File: config.mk
export PLATFORM = sky130hd
export DESIGN_NAME = input_vector_buffer
export DESIGN_NICKNAME = d
export VERILOG_FILES = /design/src/rtl/input_vector_buffer.sv
export SDC_FILE = /design/constraint.sdc
export NUM_CORES = 1
export LEC_CHECK = 0
export CAP_MARGIN = 20
export CORE_MARGIN = 3
export CORE_UTILIZATION = 55
export CTS_CLUSTER_DIAMETER = 30
export DETAILED_ROUTE_END_ITERATION = 7
export GPL_TIMING_DRIVEN = 0
export PLACE_DENSITY = 0.73
export SYNTH_ARGS = -nofsm -noshare
export SYNTH_HDL_FRONTEND = slang
export SYNTH_SLANG_ARGS = --single-unit
File: constraint.sdc
create_clock -name clk -period 6.12 [get_ports clk]
set_clock_uncertainty 0.05 [all_clocks]
set_input_delay 1.836 -clock clk [delete_from_list [all_inputs] [get_ports clk]]
set_output_delay 1.836 -clock clk [all_outputs]
set_load 0.05 [all_outputs]
File: src/rtl/input_vector_buffer.sv
// ---------------------------------------------------------------------------
// input_vector_buffer
//   NUM_CH operand memories that share one write port and one streaming
//   reader. The host loads vectors, then requests rd_len element tuples
//   starting at rd_base; addresses wrap modulo DEPTH. Tuples leave on a
//   valid/ready interface with index, last marker and a done pulse.
//
// Ports
//   clk, rst              clock (rising edge), async active-high reset
//   wr_en/wr_addr         write request / element address
//   wr_ch_mask            per-channel write enable (bit c -> channel c)
//   wr_data               channel c at [c*DATA_WIDTH +: DATA_WIDTH]
//   wr_reject             write dropped because a stream was active
//   start/rd_base/rd_len  stream request (len 0..DEPTH, larger clamps)
//   busy                  stream in progress
//   out_valid/out_ready   tuple handshake
//   out_data/out_idx      tuple (same packing as wr_data) / ordinal
//   out_last              final tuple of the stream
//   done                  one-cycle pulse at stream end
//   stall_count           (IVB_STALL_CNT_EN only) valid&&!ready cycles
//
// Optional feature macro: IVB_STALL_CNT_EN
// ---------------------------------------------------------------------------

// One channel: synchronous-write memory plus a registered read port that
// only loads while rd_en is high, so the output holds outside a stream.
module ivb_mem_lane #(
    parameter int DATA_WIDTH = 8,
    parameter int DEPTH      = 32,
    parameter int ADDR_WIDTH = 5
) (
    input  logic                  clk,
    input  logic                  rst,
    input  logic                  wr_en,
    input  logic [ADDR_WIDTH-1:0] wr_addr,
    input  logic [DATA_WIDTH-1:0] wr_data,
    input  logic                  rd_en,
    input  logic [ADDR_WIDTH-1:0] rd_addr,
    output logic [DATA_WIDTH-1:0] rd_data
);
    logic [DATA_WIDTH-1:0] mem_q [DEPTH];
    logic [DATA_WIDTH-1:0] rd_data_q, rd_data_d;

    // Contents survive reset by design.
    always_ff @(posedge clk) begin
        if (wr_en) mem_q[wr_addr] <= wr_data;
    end

    always_comb begin
        rd_data_d = rd_data_q;
        if (rd_en) rd_data_d = mem_q[rd_addr];
    end

    always_ff @(posedge clk or posedge rst) begin
        if (rst) rd_data_q <= '0;
        else     rd_data_q <= rd_data_d;
    end

    assign rd_data = rd_data_q;
endmodule

module input_vector_buffer #(
    parameter int DATA_WIDTH = 8,
    parameter int NUM_CH     = 2,
    parameter int DEPTH      = 32,
    parameter int ADDR_WIDTH = 5
) (
    input  logic                         clk,
    input  logic                         rst,
    input  logic                         wr_en,
    input  logic [ADDR_WIDTH-1:0]        wr_addr,
    input  logic [NUM_CH-1:0]            wr_ch_mask,
    input  logic [NUM_CH*DATA_WIDTH-1:0] wr_data,
    output logic                         wr_reject,
    input  logic                         start,
    input  logic [ADDR_WIDTH-1:0]        rd_base,
    input  logic [ADDR_WIDTH:0]          rd_len,
    output logic                         busy,
    output logic                         out_valid,
    input  logic                         out_ready,
    output logic [NUM_CH*DATA_WIDTH-1:0] out_data,
    output logic [ADDR_WIDTH:0]          out_idx,
    output logic                         out_last,
    output logic                         done
`ifdef IVB_STALL_CNT_EN
    ,
    output logic [15:0]                  stall_count
`endif
);
    typedef enum logic [1:0] {S_IDLE, S_STREAM, S_DONE} state_e;

    localparam logic [ADDR_WIDTH:0] DEPTH_L = (ADDR_WIDTH+1)'(DEPTH);
    localparam logic [ADDR_WIDTH:0] LEN_ONE = (ADDR_WIDTH+1)'(1);

    state_e                state_q, state_d;
    logic [ADDR_WIDTH-1:0] base_q, base_d;
    logic [ADDR_WIDTH:0]   len_q, len_d;
    logic [ADDR_WIDTH:0]   idx_q, idx_d;
    logic                  valid_q, valid_d;
    logic                  done_q, done_d;
    logic                  wr_reject_q, wr_reject_d;
    logic                  start_acc;
    logic                  last;
    logic [ADDR_WIDTH:0]   len_clamp;
    logic [ADDR_WIDTH-1:0] rd_addr;
    logic                  rd_en;
    logic                  wr_accept;

    logic [NUM_CH-1:0][DATA_WIDTH-1:0] wr_data_ch;
    logic [NUM_CH-1:0][DATA_WIDTH-1:0] rd_data_ch;

    assign len_clamp = (rd_len > DEPTH_L) ? DEPTH_L : rd_len;
    assign busy      = (state_q == S_STREAM);
    assign last      = valid_q && (idx_q == len_q - LEN_ONE);
    assign wr_accept = wr_en && !busy;

    always_comb begin
        state_d   = state_q;
        base_d    = base_q;
        len_d     = len_q;
        idx_d     = idx_q;
        valid_d   = valid_q;
        done_d    = 1'b0;
        start_acc = 1'b0;
        case (state_q)
            S_IDLE: begin
                if (start) begin
                    start_acc = 1'b1;
                    if (len_clamp == '0) begin
                        done_d = 1'b1;
                    end else begin
                        base_d  = rd_base;
                        len_d   = len_clamp;
                        idx_d   = '0;
                        state_d = S_STREAM;
                    end
                end
            end
            S_STREAM: begin
                // First STREAM cycle issues the read of idx 0; valid follows.
                if (!valid_q) begin
                    valid_d = 1'b1;
                end else if (out_ready) begin
                    if (last) begin
                        valid_d = 1'b0;
                        done_d  = 1'b1;
                        state_d = S_DONE;
                    end else begin
                        idx_d = idx_q + LEN_ONE;
                    end
                end
            end
            S_DONE:  state_d = S_IDLE;
            default: state_d = S_IDLE;
        endcase
    end

    // Read the tuple that will be on the output next cycle. On a stall this
    // re-reads the current address; memory cannot change while busy, so the
    // output stays stable and no skid buffer is needed.
    assign rd_en   = (state_q == S_STREAM);
    assign rd_addr = base_q + idx_d[ADDR_WIDTH-1:0];

    assign wr_reject_d = wr_en && busy;

    always_ff @(posedge clk or posedge rst) begin
        if (rst) begin
            state_q     <= S_IDLE;
            base_q      <= '0;
            len_q       <= '0;
            idx_q       <= '0;
            valid_q     <= 1'b0;
            done_q      <= 1'b0;
            wr_reject_q <= 1'b0;
        end else begin
            state_q     <= state_d;
            base_q      <= base_d;
            len_q       <= len_d;
            idx_q       <= idx_d;
            valid_q     <= valid_d;
            done_q      <= done_d;
            wr_reject_q <= wr_reject_d;
        end
    end

    assign wr_data_ch = wr_data;

    for (genvar c = 0; c < NUM_CH; c++) begin : g_lane
        ivb_mem_lane #(
            .DATA_WIDTH(DATA_WIDTH),
            .DEPTH     (DEPTH),
            .ADDR_WIDTH(ADDR_WIDTH)
        ) u_lane (
            .clk    (clk),
            .rst    (rst),
            .wr_en  (wr_accept && wr_ch_mask[c]),
            .wr_addr(wr_addr),
            .wr_data(wr_data_ch[c]),
            .rd_en  (rd_en),
            .rd_addr(rd_addr),
            .rd_data(rd_data_ch[c])
        );
    end

    assign out_data  = rd_data_ch;
    assign out_valid = valid_q;
    assign out_idx   = idx_q;
    assign out_last  = last;
    assign done      = done_q;
    assign wr_reject = wr_reject_q;

`ifdef IVB_STALL_CNT_EN
    logic [15:0] stall_cnt_q, stall_cnt_d;

    always_comb begin
        stall_cnt_d = stall_cnt_q;
        if (start_acc)
            stall_cnt_d = '0;
        else if (valid_q && !out_ready && stall_cnt_q != 16'hFFFF)
            stall_cnt_d = stall_cnt_q + 16'd1;
    end

    always_ff @(posedge clk or posedge rst) begin
        if (rst) stall_cnt_q <= '0;
        else     stall_cnt_q <= stall_cnt_d;
    end

    assign stall_count = stall_cnt_q;
`else
    // start_acc only feeds the stall counter.
    logic unused_start_acc;
    assign unused_start_acc = start_acc;
`endif
endmodule
==> impl_metrics.env, run 1 <==
export IMPL_fill_cells=2360
export IMPL_routabilityCongestion=0.849
export IMPL_firstDrtPassIters=5
export IMPL_critical_path_top_delay_family="buffers and inverters"
export IMPL_wl_met2_mm=25.3
export IMPL_fin_area_um2=26600
export IMPL_register_area_um2=16300
export IMPL_grt_setup_unrepaired="false"
export IMPL_cts_tree="done"
export IMPL_post_dp_cell_area_um2=23000
export IMPL_wl_met3_mm=5.22
export IMPL_place_ws_ns=-0.936
export IMPL_crit_path_end_kind="flip-flop"
export IMPL_synth_xor_xnor_area_share=0.00445
export IMPL_grt_first_pass_wirelength_mm=75.4
export IMPL_rows=72
export IMPL_slew_headroom=0.294
export IMPL_htreeDepth=3
export IMPL_final_common_cell="edfxtp_1"
export IMPL_grt_max_degree=39
export IMPL_vias=11400
export IMPL_max_freq_mhz=172
export IMPL_synth_cell_types=42
export IMPL_multiInputGateArea_um2=5060
export IMPL_final_min_clock_period_ns=5.83
export IMPL_maxUsedRoutingLayer="met4"
export IMPL_drt_iter0_markers=1547
export IMPL_synth_seq_cells=550
export IMPL_portBuffers=62
export IMPL_avgViaCountPerCell=6.28
export IMPL_ys_warn_count=0
export IMPL_synthArstFlopShare=0.0691
export IMPL_synth_edf_count=512
export IMPL_final_cell_mix="512 x edfxtp_1, 160 x mux4_2, 102 x clkbuf_16"
export IMPL_syn_area_per_cell_um2=21.0
export IMPL_tightest_slew_ns=1.06
export IMPL_dieArea_um2=41700
export IMPL_setup_ws_ns=0.290
export IMPL_ys_top_cells_by_area="edfxtp_1 71%, mux4_2 17%, dfrtp_1 4.4%"
export IMPL_wire_per_inst_um=28.6
export IMPL_syn_num_nets=1075
export IMPL_ios=66
export IMPL_clk_path_buf_depth=3
export IMPL_yosysTopAreaCell="edfxtp_1"
export IMPL_outcome="completed"
export IMPL_synth_flop_cell="edfxtp_1"
export IMPL_die_w_um=204
export IMPL_hold_viol_final=0
export IMPL_synthSimpleGateAreaFrac=0.0369
export IMPL_area_growth_synth_to_final_pct=22.8
export IMPL_dieHeight_um=204
export IMPL_synth_area_um2=21600
export IMPL_worstPathArrival_ns=6.21
export IMPL_crit_type="in -> reg"
export IMPL_maxCapViolCount=0
export IMPL_grt_pass1_vias=11600
export IMPL_antenna_found_initial=0
export IMPL_hpwl_mm=31.2
export IMPL_n_antenna_cell=0
export IMPL_grt_ovfl_total=0
export IMPL_drcViolationCount=0
export IMPL_routed_wirelength_mm=51.7
export IMPL_synth_compound_area_frac=0.0161
export IMPL_cts_made_buffers=99
export IMPL_path_buf_inv=4
export IMPL_cts_sinks=550
export IMPL_m1WireLength_mm=19.5
export IMPL_slowest_delay_ns=0.56
export IMPL_final_layout_size_suffix_gt1_frac=0.304
export IMPL_clock_latency_ns=0.61
export IMPL_cts_root_buf="clkbuf_16"
export IMPL_slowest_stage="clkdlybuf4s50_1"
export IMPL_synth_top_family_by_area="multiplexers"
export IMPL_postRouteAntennaNets=0
export IMPL_crit_chain="clkdlybuf4s50_1, nor4_1, nand2_1, a21oi_1, or2_2, clkbuf_1, nand2_1, o21ai_0, ha_1, fa_1, clkbuf_2, clkbuf_2, mux4_2, mux4_2, o21ai_1, a31oi_1"
export IMPL_final_nets=1255
export IMPL_startpoint_type="primary input"
export IMPL_postCtsSetupBuffers=0
export IMPL_yosysSeqAreaShare=0.755
export IMPL_yosysTopAreaCellShare=0.711
export IMPL_design_core_area_um2=38700
export IMPL_synth_area_mux_share=0.172
export IMPL_cts_clk_slew_worst_paths_ns=0.05
export IMPL_fin_crit_sh=0.953
export IMPL_netlist_instances=1029
export IMPL_drv_slew=0
export IMPL_synthAdderAreaFrac=0.00440
export IMPL_start_util=0.558
export IMPL_track_usage=0.251
export IMPL_required_ns=6.50
export IMPL_min_delay_path_class="reg -> reg"
export IMPL_crit_fanout=10
export IMPL_setup_violations=0
[cell usage after synthesis (2+ instances only)]
cell,count
o21ai_0,17
a21oi_1,7
nand2_1,25
xnor2_1,7
inv_1,6
o21ai_1,11
ha_1,6
mux4_2,160
nor3_2,2
and2_1,2
xor2_1,4
a31oi_1,17
and3_1,3
nand2b_1,6
edfxtp_1,512
nand3b_1,3
a21o_1,3
nor2_1,94
mux2i_1,4
nand4_1,2
nor3_1,2
or2_2,2
or3b_2,2
nand3_1,23
buf_1,2
buf_2,19
or3_1,2
mux2_2,6
nor2b_1,2
clkbuf_1,29
dfrtp_1,38
[final timing paths]
path                            depth (start not counted)                          end  slack [ns]       from
worst max-delay path                                   16  g_lane[0].u_lane.rd_data[5]        0.29  rd_len[5]
worst min-delay path                                    1                    base_q[2]        0.48  base_q[2]
worst max register to register                         16  g_lane[0].u_lane.rd_data[5]        1.17   len_q[0]
worst min register to register                          1                    base_q[2]        0.48  base_q[2]
max in group asynchronous                               2  g_lane[1].u_lane.rd_data[6]        3.73        rst
min in group asynchronous                               2                   state_q[0]        1.71        rst
[through the flow]
| step | setup TNS, ns | cells | hold slack, ns | util |
|---|---|---|---|---|
| 2_1_floorplan | 0 | 1029 | 0.436 | - |
| 3_3_place_gp | -13.09 | 1609 | 0.455 | 0.591 |
| 3_5_place_dp | -13.39 | 1612 | 0.458 | 0.593 |
| 4_1_cts | 0 | 1795 | 0.475 | 0.677 |
| 5_1_grt | 0 | 1809 | 0.490 | 0.686 |
| 6_report | 0 | 1809 | 0.475 | 0.686 |
[cells by family after synthesis]
logic type	count (synthesis)
AOI/OAI and AO/OA	59
xor gates and xnor gates	11
adders and majority gates	7
buffers and inverters	57
DFF	550
muxes	171
and+or+nand+nor	174
[repair_timing]
action | CTS | global route
cloned | 0 | 0
resized for setup | 13 | 2
hold buffers | 0 | 0
endpoints found under the setup margin | 16 | 16
[worst register-to-register path, cell delays in order (launching register included)]
cell	delay, ns
dfrtp_1	0.43
inv_1	0.07
ha_1	0.30
xor2_1	0.13
nand2_1	0.10
nor4b_4	0.33
a21oi_1	0.22
mux2i_1	0.18
o21ai_0	0.16
ha_1	0.26
fa_1	0.54
clkbuf_2	0.36
clkbuf_2	0.49
mux4_2	0.43
mux4_2	0.50
o21ai_1	0.11
a31oi_1	0.12
[registers in the layout, summed over array words and instances, names as in the netlist]
register,flops
g_lane.u_lane.mem_q,512
g_lane.u_lane.rd_data,16
len_q,6
out_idx,6
base_q,5
state_q,2
done,1
out_valid,1
wr_reject,1
[per-layer routing]
| layer | global-route usage | up-vias |
|---|---|---|
| li1 | - | 4641 |
| met5 | 0 | - |
| met3 | 0.0672 | 136 |
| met1 | 0.346 | 5856 |
| met4 | 0.0769 | 0 |
| met2 | 0.402 | 732 |
[cell type report]
cell class	instances	share of cell area
repair buffers	79	0.0385
plain buffers	51	0.00890
inverters	6	0.000848
clock inverters	67	0.0241
clock buffers	116	0.0980
flip-flops and latches	550	0.615
well taps	518	0.0244
multi-input cells	422	0.191
Power of run 1 is not shown: default switching activity piles up to over one toggle a cycle in this logic, so the estimate is an artifact.
==> run 2: changes to the inputs <==
--- a/config.mk
+++ b/config.mk
@@ -12,6 +12,7 @@
 export DETAILED_ROUTE_END_ITERATION = 7
 export GPL_TIMING_DRIVEN = 0
 export PLACE_DENSITY = 0.73
+export SLEW_MARGIN = 30
 export SYNTH_ARGS = -nofsm -noshare
 export SYNTH_HDL_FRONTEND = slang
 export SYNTH_SLANG_ARGS = --single-unit
==> run 2 against run 1 <==
Via count down 1.8%. Cell count down 0.72%. Worst hold slack worse by 0.0086 ns. Die area unchanged. Highest routed layer unchanged. Critical path type unchanged.
==> impl_metrics.env, run 2 (synthesis results as in run 1) <==
export IMPL_cts_root_buf="clkbuf_16"
export IMPL_start_util=0.558
export IMPL_grt_ovfl_total=0
export IMPL_final_nets=1241
export IMPL_crit_chain="clkdlybuf4s50_1, nor4_1, nand2_1, a21oi_1, or2_2, clkbuf_1, nand2_1, o21ai_0, ha_1, fa_1, clkbuf_2, clkbuf_2, mux4_2, mux4_2, o21ai_1, a31oi_1"
export IMPL_final_min_clock_period_ns=5.89
export IMPL_critical_path_top_delay_family="buffers and inverters"
export IMPL_dieArea_um2=41700
export IMPL_top_register="g_lane.u_lane.mem_q"
export IMPL_largest_reg_flops=512
export IMPL_final_common_cell="edfxtp_1"
export IMPL_drv_slew=0
export IMPL_final_layout_size_suffix_gt1_frac=0.317
export IMPL_wire_per_inst_um=28.6
export IMPL_setup_violations=0
export IMPL_cts_hold_buf=0
export IMPL_cts_made_buffers=101
export IMPL_multiInputGateArea_um2=5070
export IMPL_slowest_delay_ns=0.56
export IMPL_routed_wirelength_mm=51.4
export IMPL_cts_tree="done"
export IMPL_clock_latency_ns=0.62
export IMPL_n_antenna_cell=0
export IMPL_area_growth_synth_to_final_pct=22.5
export IMPL_drt_iter0_markers=1445
export IMPL_crit_path_end_kind="flip-flop"
export IMPL_final_cell_mix="512 x edfxtp_1, 160 x mux4_2, 102 x clkbuf_16"
export IMPL_crit_type="in -> reg"
export IMPL_antenna_found_initial=0
export IMPL_tightest_slew_ns=0.982
export IMPL_fin_crit_sh=0.963
export IMPL_register_area_um2=16300
export IMPL_post_dp_cell_area_um2=22900
export IMPL_place_ws_ns=-0.952
export IMPL_cts_clk_slew_worst_paths_ns=0.04
export IMPL_cts_resized=13
export IMPL_startpoint_type="primary input"
export IMPL_required_ns=6.52
export IMPL_grt_max_degree=33
export IMPL_outcome="completed"
export IMPL_setup_ws_ns=0.229
export IMPL_clk_path_buf_depth=3
export IMPL_ios=66
export IMPL_design_core_area_um2=38700
export IMPL_firstDrtPassIters=5
export IMPL_hpwl_mm=31.0
export IMPL_grt_setup_unrepaired="false"
export IMPL_fin_area_um2=26500
export IMPL_grt_first_pass_wirelength_mm=76.1
export IMPL_slowest_stage="clkdlybuf4s50_1"
export IMPL_crit_fanout=10
export IMPL_hold_viol_final=0
export IMPL_die_w_um=204
export IMPL_rows=72
export IMPL_htreeDepth=3
export IMPL_drcViolationCount=0
export IMPL_portBuffers=62
export IMPL_maxCapViolCount=0
export IMPL_slew_headroom=0.343
export IMPL_grt_pass1_vias=11600
export IMPL_postCtsSetupBuffers=0
export IMPL_path_buf_inv=4
export IMPL_worstPathArrival_ns=6.29
export IMPL_min_delay_path_class="reg -> reg"
export IMPL_routabilityCongestion=0.849
export IMPL_vias=11200
export IMPL_fill_cells=2348
export IMPL_avgViaCountPerCell=6.21
export IMPL_postRouteAntennaNets=0
export IMPL_dieHeight_um=204
export IMPL_max_freq_mhz=170
export IMPL_track_usage=0.254
export IMPL_cts_sinks=550
## run 2: layout make-up
type | instances | area share
well taps | 518 | 0.0245
flip-flops and latches | 550 | 0.616
clock buffers | 114 | 0.0988
repair buffers | 63 | 0.0214
clock inverters | 72 | 0.0378
multi-input cells | 422 | 0.191
plain buffers | 51 | 0.00897
inverters | 6 | 0.000850
## run 2: worst paths after layout
check,start,cells past startpoint,end,slack (ns)
worst max register to register,len_q[0],16,g_lane[0].u_lane.rd_data[5],1.09
min in group asynchronous,rst,2,state_q[0],1.53
max in group asynchronous,rst,3,g_lane[1].u_lane.rd_data[6],4.01
worst max-delay path,rd_len[5],16,g_lane[0].u_lane.rd_data[5],0.23
worst min-delay path,base_q[2],1,base_q[2],0.47
worst min register to register,base_q[2],1,base_q[2],0.47
## run 2: worst reg2reg max path: stages (launching register included)
cell      delay, ns
dfrtp_1        0.44
inv_1          0.08
ha_1           0.31
xor2_1         0.13
nand2_1        0.10
nor4b_4        0.33
a21oi_1        0.22
mux2i_1        0.18
o21ai_0        0.16
ha_1           0.26
fa_1           0.54
clkbuf_2       0.39
clkbuf_2       0.50
mux4_2         0.44
mux4_2         0.50
o21ai_1        0.13
a31oi_1        0.11
## run 2: routing by layer
layer	up-vias	track usage	part of all wire
met5	-	0	0
met4	0	0.0872	0.030
li1	4615	-	-
met1	5763	0.347	0.39
met3	117	0.0723	0.099
met2	664	0.403	0.49
## run 2: per-stage QoR
step / hold slack [ns] / instances / setup TNS [ns] / util
4_1_cts: 0.467 / 1796 / 0 / 0.684
3_5_place_dp: 0.457 / 1610 / -13.56 / 0.590
3_3_place_gp: 0.455 / 1609 / -13.09 / 0.591
6_report: 0.467 / 1796 / 0 / 0.684
2_1_floorplan: 0.436 / 1029 / 0 / -
5_1_grt: 0.482 / 1796 / 0 / 0.684
Power of run 2 is left out for the same reason.
==> run 3: changes to the inputs <==
--- a/config.mk
+++ b/config.mk
@@ -5,13 +5,14 @@
 export SDC_FILE = /design/constraint.sdc
 export NUM_CORES = 1
 export LEC_CHECK = 0
+export ABC_AREA = 1
 export CAP_MARGIN = 20
 export CORE_MARGIN = 3
 export CORE_UTILIZATION = 55
 export CTS_CLUSTER_DIAMETER = 30
 export DETAILED_ROUTE_END_ITERATION = 7
 export GPL_TIMING_DRIVEN = 0
-export PLACE_DENSITY = 0.73
+export PLACE_DENSITY = 0.72
 export SLEW_MARGIN = 30
 export SYNTH_ARGS = -nofsm -noshare
 export SYNTH_HDL_FRONTEND = slang
==> run 3 against run 2 <==
Synthesized cell count increased by 75%. Flip-flop and latch count unchanged. Final area increased by 6.2%. Die area increased by 7.4%. Wire length increased by 23%. Sequential share of layout area decreased by 3.6 points. Maximum frequency increased by 0.13%. Critical endpoint is now g_lane[1].u_lane.rd_data[1]. Largest cell class unchanged.
==> impl_metrics.env, run 3 <==
export IMPL_grt_max_degree=33
export IMPL_fin_crit_sh=0.961
export IMPL_ys_warn_count=0
export IMPL_postCtsSetupBuffers=0
export IMPL_max_freq_mhz=170
export IMPL_portBuffers=65
export IMPL_globalRouteMet3Util=0.0576
export IMPL_cts_resized=0
export IMPL_path_buf_inv=4
export IMPL_slowest_stage="clkdlybuf4s15_1"
export IMPL_crit_path_end_kind="flip-flop"
export IMPL_n_antenna_cell=0
export IMPL_drt_iter0_markers=1766
export IMPL_grt_first_pass_wirelength_mm=94.3
export IMPL_hpwl_mm=42.1
export IMPL_maxCapViolCount=0
export IMPL_hold_depth=2
export IMPL_cts_clk_slew_worst_paths_ns=0.05
export IMPL_slew_headroom=0.343
export IMPL_multiInputGateArea_um2=5790
export IMPL_die_w_um=212
export IMPL_postRouteAntennaNets=0
export IMPL_routabilityCongestion=0.907
export IMPL_crit_type="in -> reg"
export IMPL_drcViolationCount=0
export IMPL_htreeDepth=3
export IMPL_yosysTopAreaCellShare=0.661
export IMPL_design_core_area_um2=41300
export IMPL_clk_path_buf_depth=3
export IMPL_ys_top_cells_by_area="edfxtp_1 66%, mux2i_1 5.5%, o21ai_0 4.3%"
export IMPL_track_usage=0.286
export IMPL_firstDrtPassIters=6
export IMPL_cp_depth=17
export IMPL_grt_setup_unrepaired="true"
export IMPL_final_common_cell="edfxtp_1"
export IMPL_synth_seq_cells=550
export IMPL_clock_latency_ns=0.62
export IMPL_fill_cells=2871
export IMPL_use_met1=0.382
export IMPL_synthArstFlopShare=0.0691
export IMPL_setup_ws_ns=0.237
export IMPL_rows=74
export IMPL_dieArea_um2=44800
export IMPL_cts_made_buffers=102
export IMPL_register_area_um2=16300
export IMPL_final_cell_mix="512 x edfxtp_1, 199 x o21ai_0, 187 x nand2_1"
export IMPL_grt_ovfl_total=0
export IMPL_ff2ff_path_depth=25
export IMPL_drv_slew=0
export IMPL_yosysMostFrequentCell="edfxtp_1"
export IMPL_tightest_slew_ns=0.982
export IMPL_required_ns=6.56
export IMPL_timing_hold_ws_ns=0.437
export IMPL_wire_per_inst_um=24.4
export IMPL_synth_area_um2=23300
export IMPL_area_growth_synth_to_final_pct=20.9
export IMPL_avgViaCountPerCell=6.02
export IMPL_largest_reg_flops=512
export IMPL_dieHeight_um=212
export IMPL_cts_tree="done"
export IMPL_worstPathArrival_ns=6.33
export IMPL_outcome="completed"
export IMPL_start_util=0.564
export IMPL_final_min_clock_period_ns=5.88
export IMPL_antenna_found_initial=3
export IMPL_cts_hold_buf=0
export IMPL_place_ws_ns=-0.556
export IMPL_hold_viol_final=0
export IMPL_synth_flop_cell="edfxtp_1"
export IMPL_crit_fanout=10
export IMPL_synthTopCellsByCount="512 x edfxtp_1, 199 x o21ai_0, 187 x nand2_1, 168 x a21oi_1, 157 x inv_1"
export IMPL_grt_pass1_vias=15500
export IMPL_yosysTopAreaCell="edfxtp_1"
export IMPL_netlist_instances=1802
export IMPL_synth_cell_types=41
export IMPL_utilization=0.681
export IMPL_routed_wirelength_mm=63.4
export IMPL_fin_area_um2=28100
export IMPL_critical_path_top_delay_family="buffers and inverters"
export IMPL_syn_area_per_cell_um2=12.9
export IMPL_ios=66
export IMPL_final_layout_size_suffix_gt1_frac=0.151
export IMPL_startpoint_type="primary input"
export IMPL_final_nets=2024
export IMPL_top_register="g_lane.u_lane.mem_q"
export IMPL_setup_violations=0
export IMPL_cts_sinks=550
export IMPL_slowest_delay_ns=0.72
export IMPL_min_delay_path_class="reg -> reg"
export IMPL_synth_edf_count=512
export IMPL_post_dp_cell_area_um2=24700
export IMPL_cts_root_buf="clkbuf_16"
export IMPL_crit_chain="clkdlybuf4s50_1, nor4_1, nand2_1, nand2_1, nor2_1, inv_1, o21ai_0, a21oi_1, fa_1, xor2_1, buf_2, clkdlybuf4s15_1, o211ai_1, a31oi_1, nand2_1, nand3_1, nand2_1"
export IMPL_yosysSeqAreaShare=0.702
export IMPL_syn_num_nets=1848
export IMPL_met2_usage=0.458
export IMPL_vias=15600
export IMPL_grt_busiest_layer="met2"
export IMPL_crit_top_cell="nand2_1"
## run 3: final cells by class
type,count,share of cell area
repair buffers,72,0.0266
inverters,166,0.0222
well taps,532,0.0237
multi-input cells,982,0.206
flip-flops and latches,550,0.580
plain buffers,104,0.0200
clock inverters,81,0.0301
clock buffers,107,0.0914
## run 3: worst paths after layout
kind / startpoint / endpoint / slack (ns)
min in group asynchronous: rst / wr_reject / 1.47
hold / removal: base_q[0] / base_q[0] / 0.44
setup / recovery: rd_len[2] / g_lane[1].u_lane.rd_data[1] / 0.24
hold reg to reg: base_q[0] / base_q[0] / 0.44
setup reg to reg: len_q[0] / g_lane[1].u_lane.rd_data[1] / 1.03
max in group asynchronous: rst / len_q[5] / 4.12
## run 3: kinds of logic after synthesis
logic type	synth area share
multiplexers	0.0551
AND/OR/NAND/NOR	0.0740
flip-flops	0.702
XOR/XNOR	0.00339
buffers and inverters	0.0505
adder cells (fa/ha/maj)	0.00409
AO/OA/AOI/OAI	0.111
## run 3: tightest hold or removal path, cell delays in order (launching register included)
cell,delay (ns)
dfrtp_1,0.35
nand2_1,0.06
nand2_1,0.05
## run 3: routing by layer
metal	part of all wire	vias up	wire length, um
met4	0.045	0	2830
met5	0	-	0
li1	-	6934	-
met1	0.39	7627	24800
met2	0.48	911	30200
met3	0.088	142	5610
## run 3: per-stage QoR
step,cells,TNS [ns]
after floorplan,1802,0
after global placement,2399,-5.61
after detailed placement,2406,-6.46
after CTS,2594,0
after global routing,2594,-0.0151
final,2594,0
Power of run 3 is left out for the same reason.
